## src/rtl/ula_pkg.sv

```systemverilog
// Shared ULA definitions: input-sequencing state encodings and default timing.
// Used by the input sequencer and by the LED/display stage that decodes state.
// Contents: ESPERA_A/A_OK/B_OK/OP_OK encodings, state width, default debounce length.
package ula_pkg;

  localparam int SEQ_STATE_W = 2;

  // Sequencing states, in the order operands are entered.
  localparam logic [SEQ_STATE_W-1:0] ESPERA_A = 2'b00;  // waiting for operand A
  localparam logic [SEQ_STATE_W-1:0] A_OK     = 2'b01;  // A latched, waiting for B
  localparam logic [SEQ_STATE_W-1:0] B_OK     = 2'b10;  // B latched, waiting for opcode
  localparam logic [SEQ_STATE_W-1:0] OP_OK    = 2'b11;  // all latched, next press clears

  // 1 ms at 50 MHz.
  localparam int DEBOUNCE_DEFAULT = 50000;

endpackage

```

## src/rtl/sequenciador_entradas_debounce.sv

```systemverilog
// debounce_botao: 2-flop synchronizer, counting debouncer and fall-edge press detector.
// Latency: press is high DEBOUNCE_CYCLES+2 edges after a clean fall is first sampled.
// No backpressure: press is a one-cycle strobe, held levels yield a single press.
// Ports: clk, rst_n (async, active-low), btn_n (raw active-low button), press (1-cycle pulse).
module debounce_botao #(
  parameter int DEBOUNCE_CYCLES = 50000
) (
  input  logic clk,
  input  logic rst_n,
  input  logic btn_n,
  output logic press
);

  localparam int CW = $clog2(DEBOUNCE_CYCLES + 1);

  logic [1:0]    r_sync;
  logic [1:0]    r_sync_vld;  // marks when r_sync holds real samples rather than reset values
  logic          r_stable;
  logic          r_stable_d;
  logic          r_armed;
  logic [CW-1:0] r_cnt;
  logic          w_sync;

  assign w_sync = r_sync[1];

  always_ff @(posedge clk or negedge rst_n) begin
    if (!rst_n) begin
      r_sync     <= 2'b11;
      r_sync_vld <= 2'b00;
      r_stable   <= 1'b1;
      r_stable_d <= 1'b1;
      r_armed    <= 1'b0;
      r_cnt      <= '0;
    end else begin
      r_sync     <= {r_sync[0], btn_n};
      r_sync_vld <= {r_sync_vld[0], 1'b1};
      r_stable_d <= r_stable;

      // A button held across reset must be seen released before any press counts.
      if (r_sync_vld[1] && w_sync) begin
        r_armed <= 1'b1;
      end

      if (w_sync != r_stable) begin
        if (r_cnt == CW'(DEBOUNCE_CYCLES - 1)) begin
          r_stable <= w_sync;
          r_cnt    <= '0;
        end else if (r_cnt != CW'(DEBOUNCE_CYCLES)) begin
          r_cnt <= r_cnt + CW'(1);
        end
      end else begin
        r_cnt <= '0;
      end
    end
  end

  // Only the 1->0 transition of the stable level is a press; release is silent.
  assign press = r_armed & r_stable_d & ~r_stable;

endmodule

```

## src/rtl/sequenciador_entradas.sv

```systemverilog
// Input sequencer: latches operand A, operand B and opcode on successive debounced presses.
// Latency: DEBOUNCE_CYCLES+3 cycles from a clean KEY_confirma fall to register/state update.
// No backpressure: op_start is a one-cycle strobe; SW is ignored between presses.
// Ports: clk, rst_n (async, active-low), KEY_confirma (raw active-low button), SW[7:0],
//        state[1:0], A_registered[7:0], B_registered[7:0], OP_registered[2:0], op_start.
module sequenciador_entradas
  import ula_pkg::*;
#(
  parameter int DEBOUNCE_CYCLES = DEBOUNCE_DEFAULT
) (
  input  logic       clk,
  input  logic       rst_n,
  input  logic       KEY_confirma,
  input  logic [7:0] SW,
  output logic [1:0] state,
  output logic [7:0] A_registered,
  output logic [7:0] B_registered,
  output logic [2:0] OP_registered,
  output logic       op_start
);

  logic       w_press;
  logic [1:0] r_state;
  logic [7:0] r_a;
  logic [7:0] r_b;
  logic [2:0] r_op;
  logic       r_op_start;

  debounce_botao #(
    .DEBOUNCE_CYCLES(DEBOUNCE_CYCLES)
  ) u_debounce (
    .clk   (clk),
    .rst_n (rst_n),
    .btn_n (KEY_confirma),
    .press (w_press)
  );

  always_ff @(posedge clk or negedge rst_n) begin
    if (!rst_n) begin
      r_state    <= ESPERA_A;
      r_a        <= '0;
      r_b        <= '0;
      r_op       <= '0;
      r_op_start <= 1'b0;
    end else begin
      r_op_start <= 1'b0;
      if (w_press) begin
        case (r_state)
          ESPERA_A: begin
            r_a     <= SW;
            r_state <= A_OK;
          end
          A_OK: begin
            r_b     <= SW;
            r_state <= B_OK;
          end
          B_OK: begin
            r_op       <= SW[2:0];
            r_state    <= OP_OK;
            // Registered so it rises together with the completed operand set.
            r_op_start <= 1'b1;
          end
          default: begin
            r_a     <= '0;
            r_b     <= '0;
            r_op    <= '0;
            r_state <= ESPERA_A;
          end
        endcase
      end
    end
  end

  assign state         = r_state;
  assign A_registered  = r_a;
  assign B_registered  = r_b;
  assign OP_registered = r_op;
  assign op_start      = r_op_start;

endmodule

```

## config.mk

```make
export PLATFORM = sky130hd
export DESIGN_NAME = sequenciador_entradas
export DESIGN_NICKNAME = d
export VERILOG_FILES = /design/src/rtl/ula_pkg.sv /design/src/rtl/sequenciador_entradas_debounce.sv /design/src/rtl/sequenciador_entradas.sv
export SDC_FILE = /design/constraint.sdc
export NUM_CORES = 1
export LEC_CHECK = 0
export BUFFER_PORTS_ARGS = -buffer_cell sky130_fd_sc_hd__buf_2
export CAP_MARGIN = 20
export CELL_PAD_IN_SITES_DETAIL_PLACEMENT = 0
export CELL_PAD_IN_SITES_GLOBAL_PLACEMENT = 1
export CORE_MARGIN = 4
export CORE_UTILIZATION = 25
export CTS_BUF_LIST = sky130_fd_sc_hd__clkbuf_4
export DETAILED_ROUTE_END_ITERATION = 8
export GPL_TIMING_DRIVEN = 0
export HOLD_SLACK_MARGIN = 0.06
export PLACE_DENSITY_LB_ADDON = 0.1
export SLEW_MARGIN = 20
export SYNTH_ARGS = -nofsm -noshare
export SYNTH_HDL_FRONTEND = slang
export SYNTH_SLANG_ARGS = --single-unit
```

## constraint.sdc

```tcl
create_clock -name clk -period 2.55 [get_ports clk]
set_input_delay 0.3825 -clock clk [delete_from_list [all_inputs] [get_ports clk]]
set_output_delay 0.3825 -clock clk [all_outputs]
set_load 0.1 [all_outputs]
```

======== After elaboration in Yosys (flattened, before gate mapping) ========
Index checks and enable logic that the tools add are counted.
cells by class
  add/sub/neg operators ................... 1
  eq/ne operators ......................... 6
  multiplexer cells ....................... 9
  bitwise gates (word level) .............. 6
  reduce and logical (&&, ||, !) cells .... 9
operators with widths
  kind                   count
  $mux 16                3
  $pmux 8 s2             2
  $add 16x1->16 const B  1
  $eq 16x16->1 const B   1
  $ne 16x16->1 const B   1
  $reduce_and 2->1       4
  $pmux 2 s3             1
  $pmux 3 s2             1
  $reduce_or 2->1        3
  $not 1->1              4
  $ne 3x3->1 const B     1
  $and 1x1->1            2
  $eq 2x1->1 const B     1
  $eq 2x2->1 const B     1
  $logic_not 2->1        1
  $mux 1                 2
  $logic_and 1x1->1      1
  $ne 1x1->1             1
storage, ports and cells
  flip-flop bits (word level) ............. 45
  input port bits ......................... 11
  output and inout bits ................... 22
  word-level logic and storage cells ...... 42

======== Depth between registers and ports, before layout ========
  depth in word-level cells ............... 4
  mapped depth ............................ 7
  depth with buffers taken out ............ 6

======== Cells and area by module ========
From an unflattened synthesis, not the netlist that was laid out.
second synthesis, totals
  cell total of the unflattened synthesis .. 201
  area, all modules ....................... 2183.3 µm²
by module, submodules not included
  module                 times used  cells each  area each (µm²)  seq. area each (µm²)
  debounce_botao         1           102         1131.1           580.6
  sequenciador_entradas  1           99          1052.3           550.5

======== Least setup slack after synthesis ========
No wires, ideal clock.
  kind .................................... register -> register
  start ................................... reg r_state[0], in the netlist state[0]
  end ..................................... reg r_b[0], in the netlist B_registered[0]
  setup time .............................. 0.068 ns
  arrival ................................. 2.322 ns
  data required time ...................... 2.482 ns
  setup slack ............................. 0.161 ns
  stages on the path, launching flop included .. 7
  buffers on the path ..................... 1
  clock period less this slack ............ 2.389 ns
  path through ............................ dfrtp_1 inv_1 ha_1 clkbuf_1 nor3_1 nand3_1 nand2_1
between the ends
  word-level cells in the longest chain between the ends .. 4
  elaborated cells between the ends (all ways) .. 7
  those cells by class .................... eq/ne: 2; mux: 1; bitwise: 1; reduce/logical: 3
ends and longest elaborated chain
  element                                        line                         source
  from (decl)                                    sequenciador_entradas.sv:23  logic [1:0] r_state;
  from (signal assigned)                         sequenciador_entradas.sv:40  r_state <= ESPERA_A;
  from (signal assigned)                         sequenciador_entradas.sv:51  r_state <= A_OK;
  from (signal assigned)                         sequenciador_entradas.sv:55  r_state <= B_OK;
  $eq 2x2->1 or $logic_not 2->1 (tied branches)  sequenciador_entradas.sv:48  case (r_state)
  $reduce_or 2->1 (no line)                      --
  $not 1->1 (no line)                            --
  $reduce_and 2->1 (no line)                     --
  to (signal assigned)                           sequenciador_entradas.sv:42  r_b <= '0;
  to (signal assigned)                           sequenciador_entradas.sv:54  r_b <= SW;
  to (signal assigned)                           sequenciador_entradas.sv:65  r_b <= '0;
  to (decl)                                      sequenciador_entradas.sv:25  logic [7:0] r_b;
Several ways; a longest one is shown, not always the timed one.
A chain may end at the register's enable or synchronous reset.

======== Final worst setup path ========
  start ................................... reg u_debounce.r_cnt[7]
  end ..................................... reg u_debounce.r_cnt[5]
between the ends
  word-level cells in the longest chain between the ends .. 3
  elaborated cells between the ends (all ways) .. 5
  those cells by class .................... eq/ne: 3; mux: 2
ends and longest elaborated chain
  element                 line                                  source
  from (decl)             sequenciador_entradas_debounce.sv:21  logic [CW-1:0] r_cnt;
  from (signal assigned)  sequenciador_entradas_debounce.sv:49  r_cnt <= r_cnt + CW'(1);
  $eq 16x16->1            sequenciador_entradas_debounce.sv:45  if (r_cnt == CW'(DEBOUNCE_CYCLES - 1)) begin
  $mux 16                 sequenciador_entradas_debounce.sv:45
  $mux 16                 sequenciador_entradas_debounce.sv:44  if (w_sync != r_stable) begin
Several ways; a longest one is shown, not always the timed one.

==> metrics.txt <==
# TYPE chip_impl_metric gauge
chip_impl_info{name="result_of_the_run",value="finished, final reports clean"} 1
chip_impl_metric{name="drt-initial-drc-count",unit=""} 64
chip_impl_metric{name="drt-vias-per-instance",unit=""} 4.43
chip_impl_metric{name="power_leakage",unit="uW"} 0.00106
chip_impl_metric{name="detailroute.via_count",unit=""} 1550
chip_impl_metric{name="synth_edf_count",unit=""} 0
chip_impl_metric{name="grt_max_degree",unit=""} 46
chip_impl_metric{name="die_x",unit="um"} 98.7
chip_impl_metric{name="worst-slew-pin-transition",unit="ns"} 0.602
chip_impl_metric{name="synth_cells",unit=""} 207
chip_impl_metric{name="number_of_antenna_violations_at_the_first_check_in_global_routing",unit=""} 0
chip_impl_metric{name="postSynthRegisterBits",unit=""} 45
chip_impl_metric{name="ctsLongestPathBuffers",unit=""} 2
chip_impl_metric{name="std_cell_rows",unit=""} 32
chip_impl_metric{name="timing.reg2reg.worst_path_depth",unit=""} 4
chip_impl_metric{name="crit_arrival",unit="ns"} 2.31
chip_impl_metric{name="post_cts_resized",unit=""} 0
chip_impl_metric{name="worstPathRequired",unit="ns"} 2.80
chip_impl_metric{name="die_area",unit="sq um"} 9750
chip_impl_metric{name="finalNetCount",unit=""} 264
chip_impl_metric{name="antenna-diode-count",unit=""} 0
chip_impl_metric{name="fmax",unit="MHz"} 485
chip_impl_metric{name="grt_pass1_vias",unit=""} 1600
chip_impl_metric{name="fin_crit_sh",unit="%"} 80.8
chip_impl_info{name="min-delay-path-class",value="input pin to flop"} 1
chip_impl_metric{name="ios",unit=""} 33
chip_impl_metric{name="timing.final.setup_violations",unit=""} 0
chip_impl_metric{name="power_density",unit="nW/um^2"} 503
chip_impl_metric{name="met3_length",unit="um"} 261
chip_impl_metric{name="final_core_util",unit="%"} 31.1
chip_impl_info{name="tritoncts",value="yes"} 1
chip_impl_metric{name="grt_first_pass_wirelength",unit="mm"} 8.04
chip_impl_metric{name="core_area",unit="sq um"} 7850
chip_impl_metric{name="hpwlAfterDp",unit="mm"} 3.38
chip_impl_info{name="synth_ff_type",value="sky130_fd_sc_hd__dfrtp_1"} 1
chip_impl_metric{name="floorplan.die.height",unit="um"} 98.7
chip_impl_metric{name="met2WireLength",unit="mm"} 2.23
chip_impl_metric{name="timing.hold.worst_path_depth",unit=""} 1
chip_impl_metric{name="seq_area_frac_synth",unit="%"} 55.0
chip_impl_info{name="worst_setup_path_end_kind",value="flop"} 1
chip_impl_metric{name="mean_cell_area_of_the_mapped_netlist",unit="sq um"} 9.94
chip_impl_metric{name="asyncSetResetFlopFracSynth",unit="%"} 100
chip_impl_metric{name="grt_overflow_total",unit=""} 0
chip_impl_info{name="timing_worst_setup_path_type",value="flop to flop"} 1
chip_impl_metric{name="final_hold_viol_count",unit=""} 0
chip_impl_metric{name="r2r_setup_slack",unit="ns"} 0.49
chip_impl_metric{name="numCtsBuffers",unit=""} 5
chip_impl_metric{name="timing.critical_path.fanout_max",unit=""} 10
chip_impl_metric{name="drv_slew",unit=""} 0
chip_impl_metric{name="yosysUniqueCellTypes",unit=""} 34
chip_impl_info{name="setup.worst_path.start_class",value="flop"} 1
chip_impl_metric{name="yosysWarningCount",unit=""} 0
chip_impl_metric{name="effective_utilization_at_floorplan",unit="%"} 26.2
chip_impl_metric{name="cts_setup_buffers",unit=""} 0
chip_impl_metric{name="ctsHtreeMaxLevel",unit=""} 2
chip_impl_metric{name="met1_wire_length",unit="mm"} 2.22
chip_impl_metric{name="placer_congestion_estimate",unit=""} 0.681
chip_impl_metric{name="drc_violations_left",unit=""} 0
chip_impl_metric{name="drt-pass1-iter-count",unit=""} 4
chip_impl_metric{name="finalCriticalPeriod",unit="ns"} 2.06
chip_impl_metric{name="slew-limit-headroom",unit="%"} 59.9
chip_impl_info{name="cts_root_buffer",value="sky130_fd_sc_hd__clkbuf_4"} 1
chip_impl_metric{name="clk_latency",unit="ns"} 0.36
chip_impl_metric{name="clock_slew_at_reported_path_ffs",unit="ns"} 0.15
chip_impl_metric{name="fin_worst_hold_slack",unit="ns"} 0.110
chip_impl_metric{name="route.antenna.remaining_nets",unit=""} 0
chip_impl_metric{name="drv_cap",unit=""} 0
chip_impl_metric{name="synthesized_nets",unit=""} 224
chip_impl_metric{name="cts.hold.buffers_added",unit=""} 0
chip_impl_metric{name="drive_gt1_share",unit="%"} 21.4
chip_impl_info{name="grt_setup_unrepaired",value="false"} 1
chip_impl_metric{name="synthesized_area",unit="sq um"} 2060
chip_impl_metric{name="peakVddDrop",unit="mV"} 0.163
chip_impl_metric{name="wirelength",unit="mm"} 4.77
chip_impl_metric{name="worst_clock_skew",unit="ns"} 0.0174
chip_impl_metric{name="finalSetupTns",unit="ns"} 0
chip_impl_metric{name="routedWlPerCell",unit="um"} 13.6
chip_impl_metric{name="clkSinkCount",unit=""} 45
chip_impl_info{name="max_layer_used",value="met4"} 1
chip_impl_metric{name="total_grt_usage",unit="%"} 10.3
chip_impl_metric{name="areaGrowthSynthToFinish",unit="%"} 18.7
chip_impl_metric{name="port_buffers",unit=""} 32
## sequential cells by signal, indices dropped and copies added (netlist names), 2 cells and up
name / cells
B_registered: 8
u_debounce.r_sync: 2
OP_registered: 3
u_debounce.r_cnt: 16
u_debounce.r_sync_vld: 2
A_registered: 8
state: 2
## layout make-up
cell class | instances | area, sq um
Buffer | 6 | 26.3
Tap cell | 102 | 128
Clock buffer | 5 | 37.5
Sequential cell | 45 | 1130
Clock inverter | 3 | 41.3
Multi-Input combinational cell | 142 | 853
Fill cell | 855 | 5410
Inverter | 14 | 52.6
Timing Repair Buffer | 33 | 173
## final timing paths
| path | from | to |
|---|---|---|
| max reg2reg | u_debounce.r_cnt[7]$_DFFE_PN0P_ | u_debounce.r_cnt[5]$_DFFE_PN0P_ |
| min | KEY_confirma | u_debounce.r_sync[0]$_DFF_PN1_ |
| max | u_debounce.r_cnt[7]$_DFFE_PN0P_ | u_debounce.r_cnt[5]$_DFFE_PN0P_ |
| min reg2reg | u_debounce.r_sync[0]$_DFF_PN1_ | u_debounce.r_sync[1]$_DFF_PN1_ |
| max in group asynchronous | rst_n | u_debounce.r_cnt[5]$_DFFE_PN0P_ |
| min in group asynchronous | rst_n | u_debounce.r_sync_vld[1]$_DFF_PN0_ |
## report_power, final
| group | internal [uW] | switching (uW) | leakage (uW) |
|---|---|---|---|
| registers | 722 | 6.67 | 0.000503 |
| logic | 18.0 | 33.1 | 0.000518 |
| clock network | 203 | 246 | 0.0000389 |
## layout by cell type (no fill, tap or decap), types with 2 or more instances in the layout
cell type                   n
sky130_fd_sc_hd__nand4b_1   2
sky130_fd_sc_hd__buf_2     31
sky130_fd_sc_hd__nand4_1    3
sky130_fd_sc_hd__dfstp_2    4
sky130_fd_sc_hd__a21oi_1    7
sky130_fd_sc_hd__nor4_1     3
sky130_fd_sc_hd__clkbuf_1   4
sky130_fd_sc_hd__xor2_1     2
sky130_fd_sc_hd__nor3_1     5
sky130_fd_sc_hd__ha_1       6
sky130_fd_sc_hd__a211o_1    2
sky130_fd_sc_hd__o21ai_0   14
sky130_fd_sc_hd__buf_4      2
sky130_fd_sc_hd__mux2_2     3
sky130_fd_sc_hd__or3_1      2
sky130_fd_sc_hd__dfrtp_1   41
sky130_fd_sc_hd__xnor2_1    8
sky130_fd_sc_hd__nor2_1    17
sky130_fd_sc_hd__clkbuf_4   5
sky130_fd_sc_hd__nand2_1   38
sky130_fd_sc_hd__nand3_1   16
sky130_fd_sc_hd__inv_1     14
## metrics by stage
| step | instance area (sq um) | worst slack (ns) | power [uW] | cells |
|---|---|---|---|---|
| 3_3_place_gp | 2350 | 0.340 | 795 | 341 |
| 6_report | 2440 | 0.489 | 1230 | 350 |
| 2_1_floorplan | 2060 | 0.161 | 760 | 207 |
| 3_5_place_dp | 2350 | 0.309 | 795 | 341 |
| 4_1_cts | 2420 | 0.253 | 1250 | 349 |
| 5_1_grt | 2440 | 0.308 | 1280 | 350 |
## worst max-delay path, stage by stage (launching register included)
cell and delay, ns:
sky130_fd_sc_hd__dfrtp_1 0.47, sky130_fd_sc_hd__or3b_1 0.53, sky130_fd_sc_hd__o41ai_4 0.62, sky130_fd_sc_hd__buf_4 0.28, sky130_fd_sc_hd__nor2_1 0.06
## cell families after synthesis
kind of cell | after synthesis | synth area share (%)
AND/OR/NAND/NOR | 95 | 23.0
flip-flops | 45 | 55.0
AO/OA/AOI/OAI | 27 | 8.51
buffers and inverters | 20 | 3.83
XOR/XNOR | 10 | 4.26
adder cells (fa/ha/maj) | 6 | 3.65
multiplexers | 3 | 1.64
other | 1 | 0.182
## cells in the mapped netlist (all sizes together), types with 3 or more instances
| master | instances | area, sq um |
|---|---|---|
| ha | 6 | 75.1 |
| a21oi | 7 | 35.0 |
| nor4 | 3 | 18.8 |
| dfstp | 4 | 105 |
| nand3 | 16 | 80.1 |
| nor2 | 17 | 63.8 |
| inv | 14 | 52.6 |
| clkbuf | 4 | 15.0 |
| nand2 | 38 | 143 |
| o21ai | 14 | 70.1 |
| nor3 | 6 | 30.0 |
| nand4 | 3 | 18.8 |
| mux2 | 3 | 33.8 |
| xnor2 | 8 | 70.1 |
| dfrtp | 41 | 1030 |
## layer usage
| metal | up-vias | GRT usage (%) |
|---|---|---|
| met5 | - | 0 |
| met4 | 0 | 2.84 |
| met3 | 5 | 3.61 |
| met2 | 31 | 17.0 |
| met1 | 737 | 12.9 |
| li1 | 777 | - |
No activity file was read; power rests on OpenSTA's default activity.
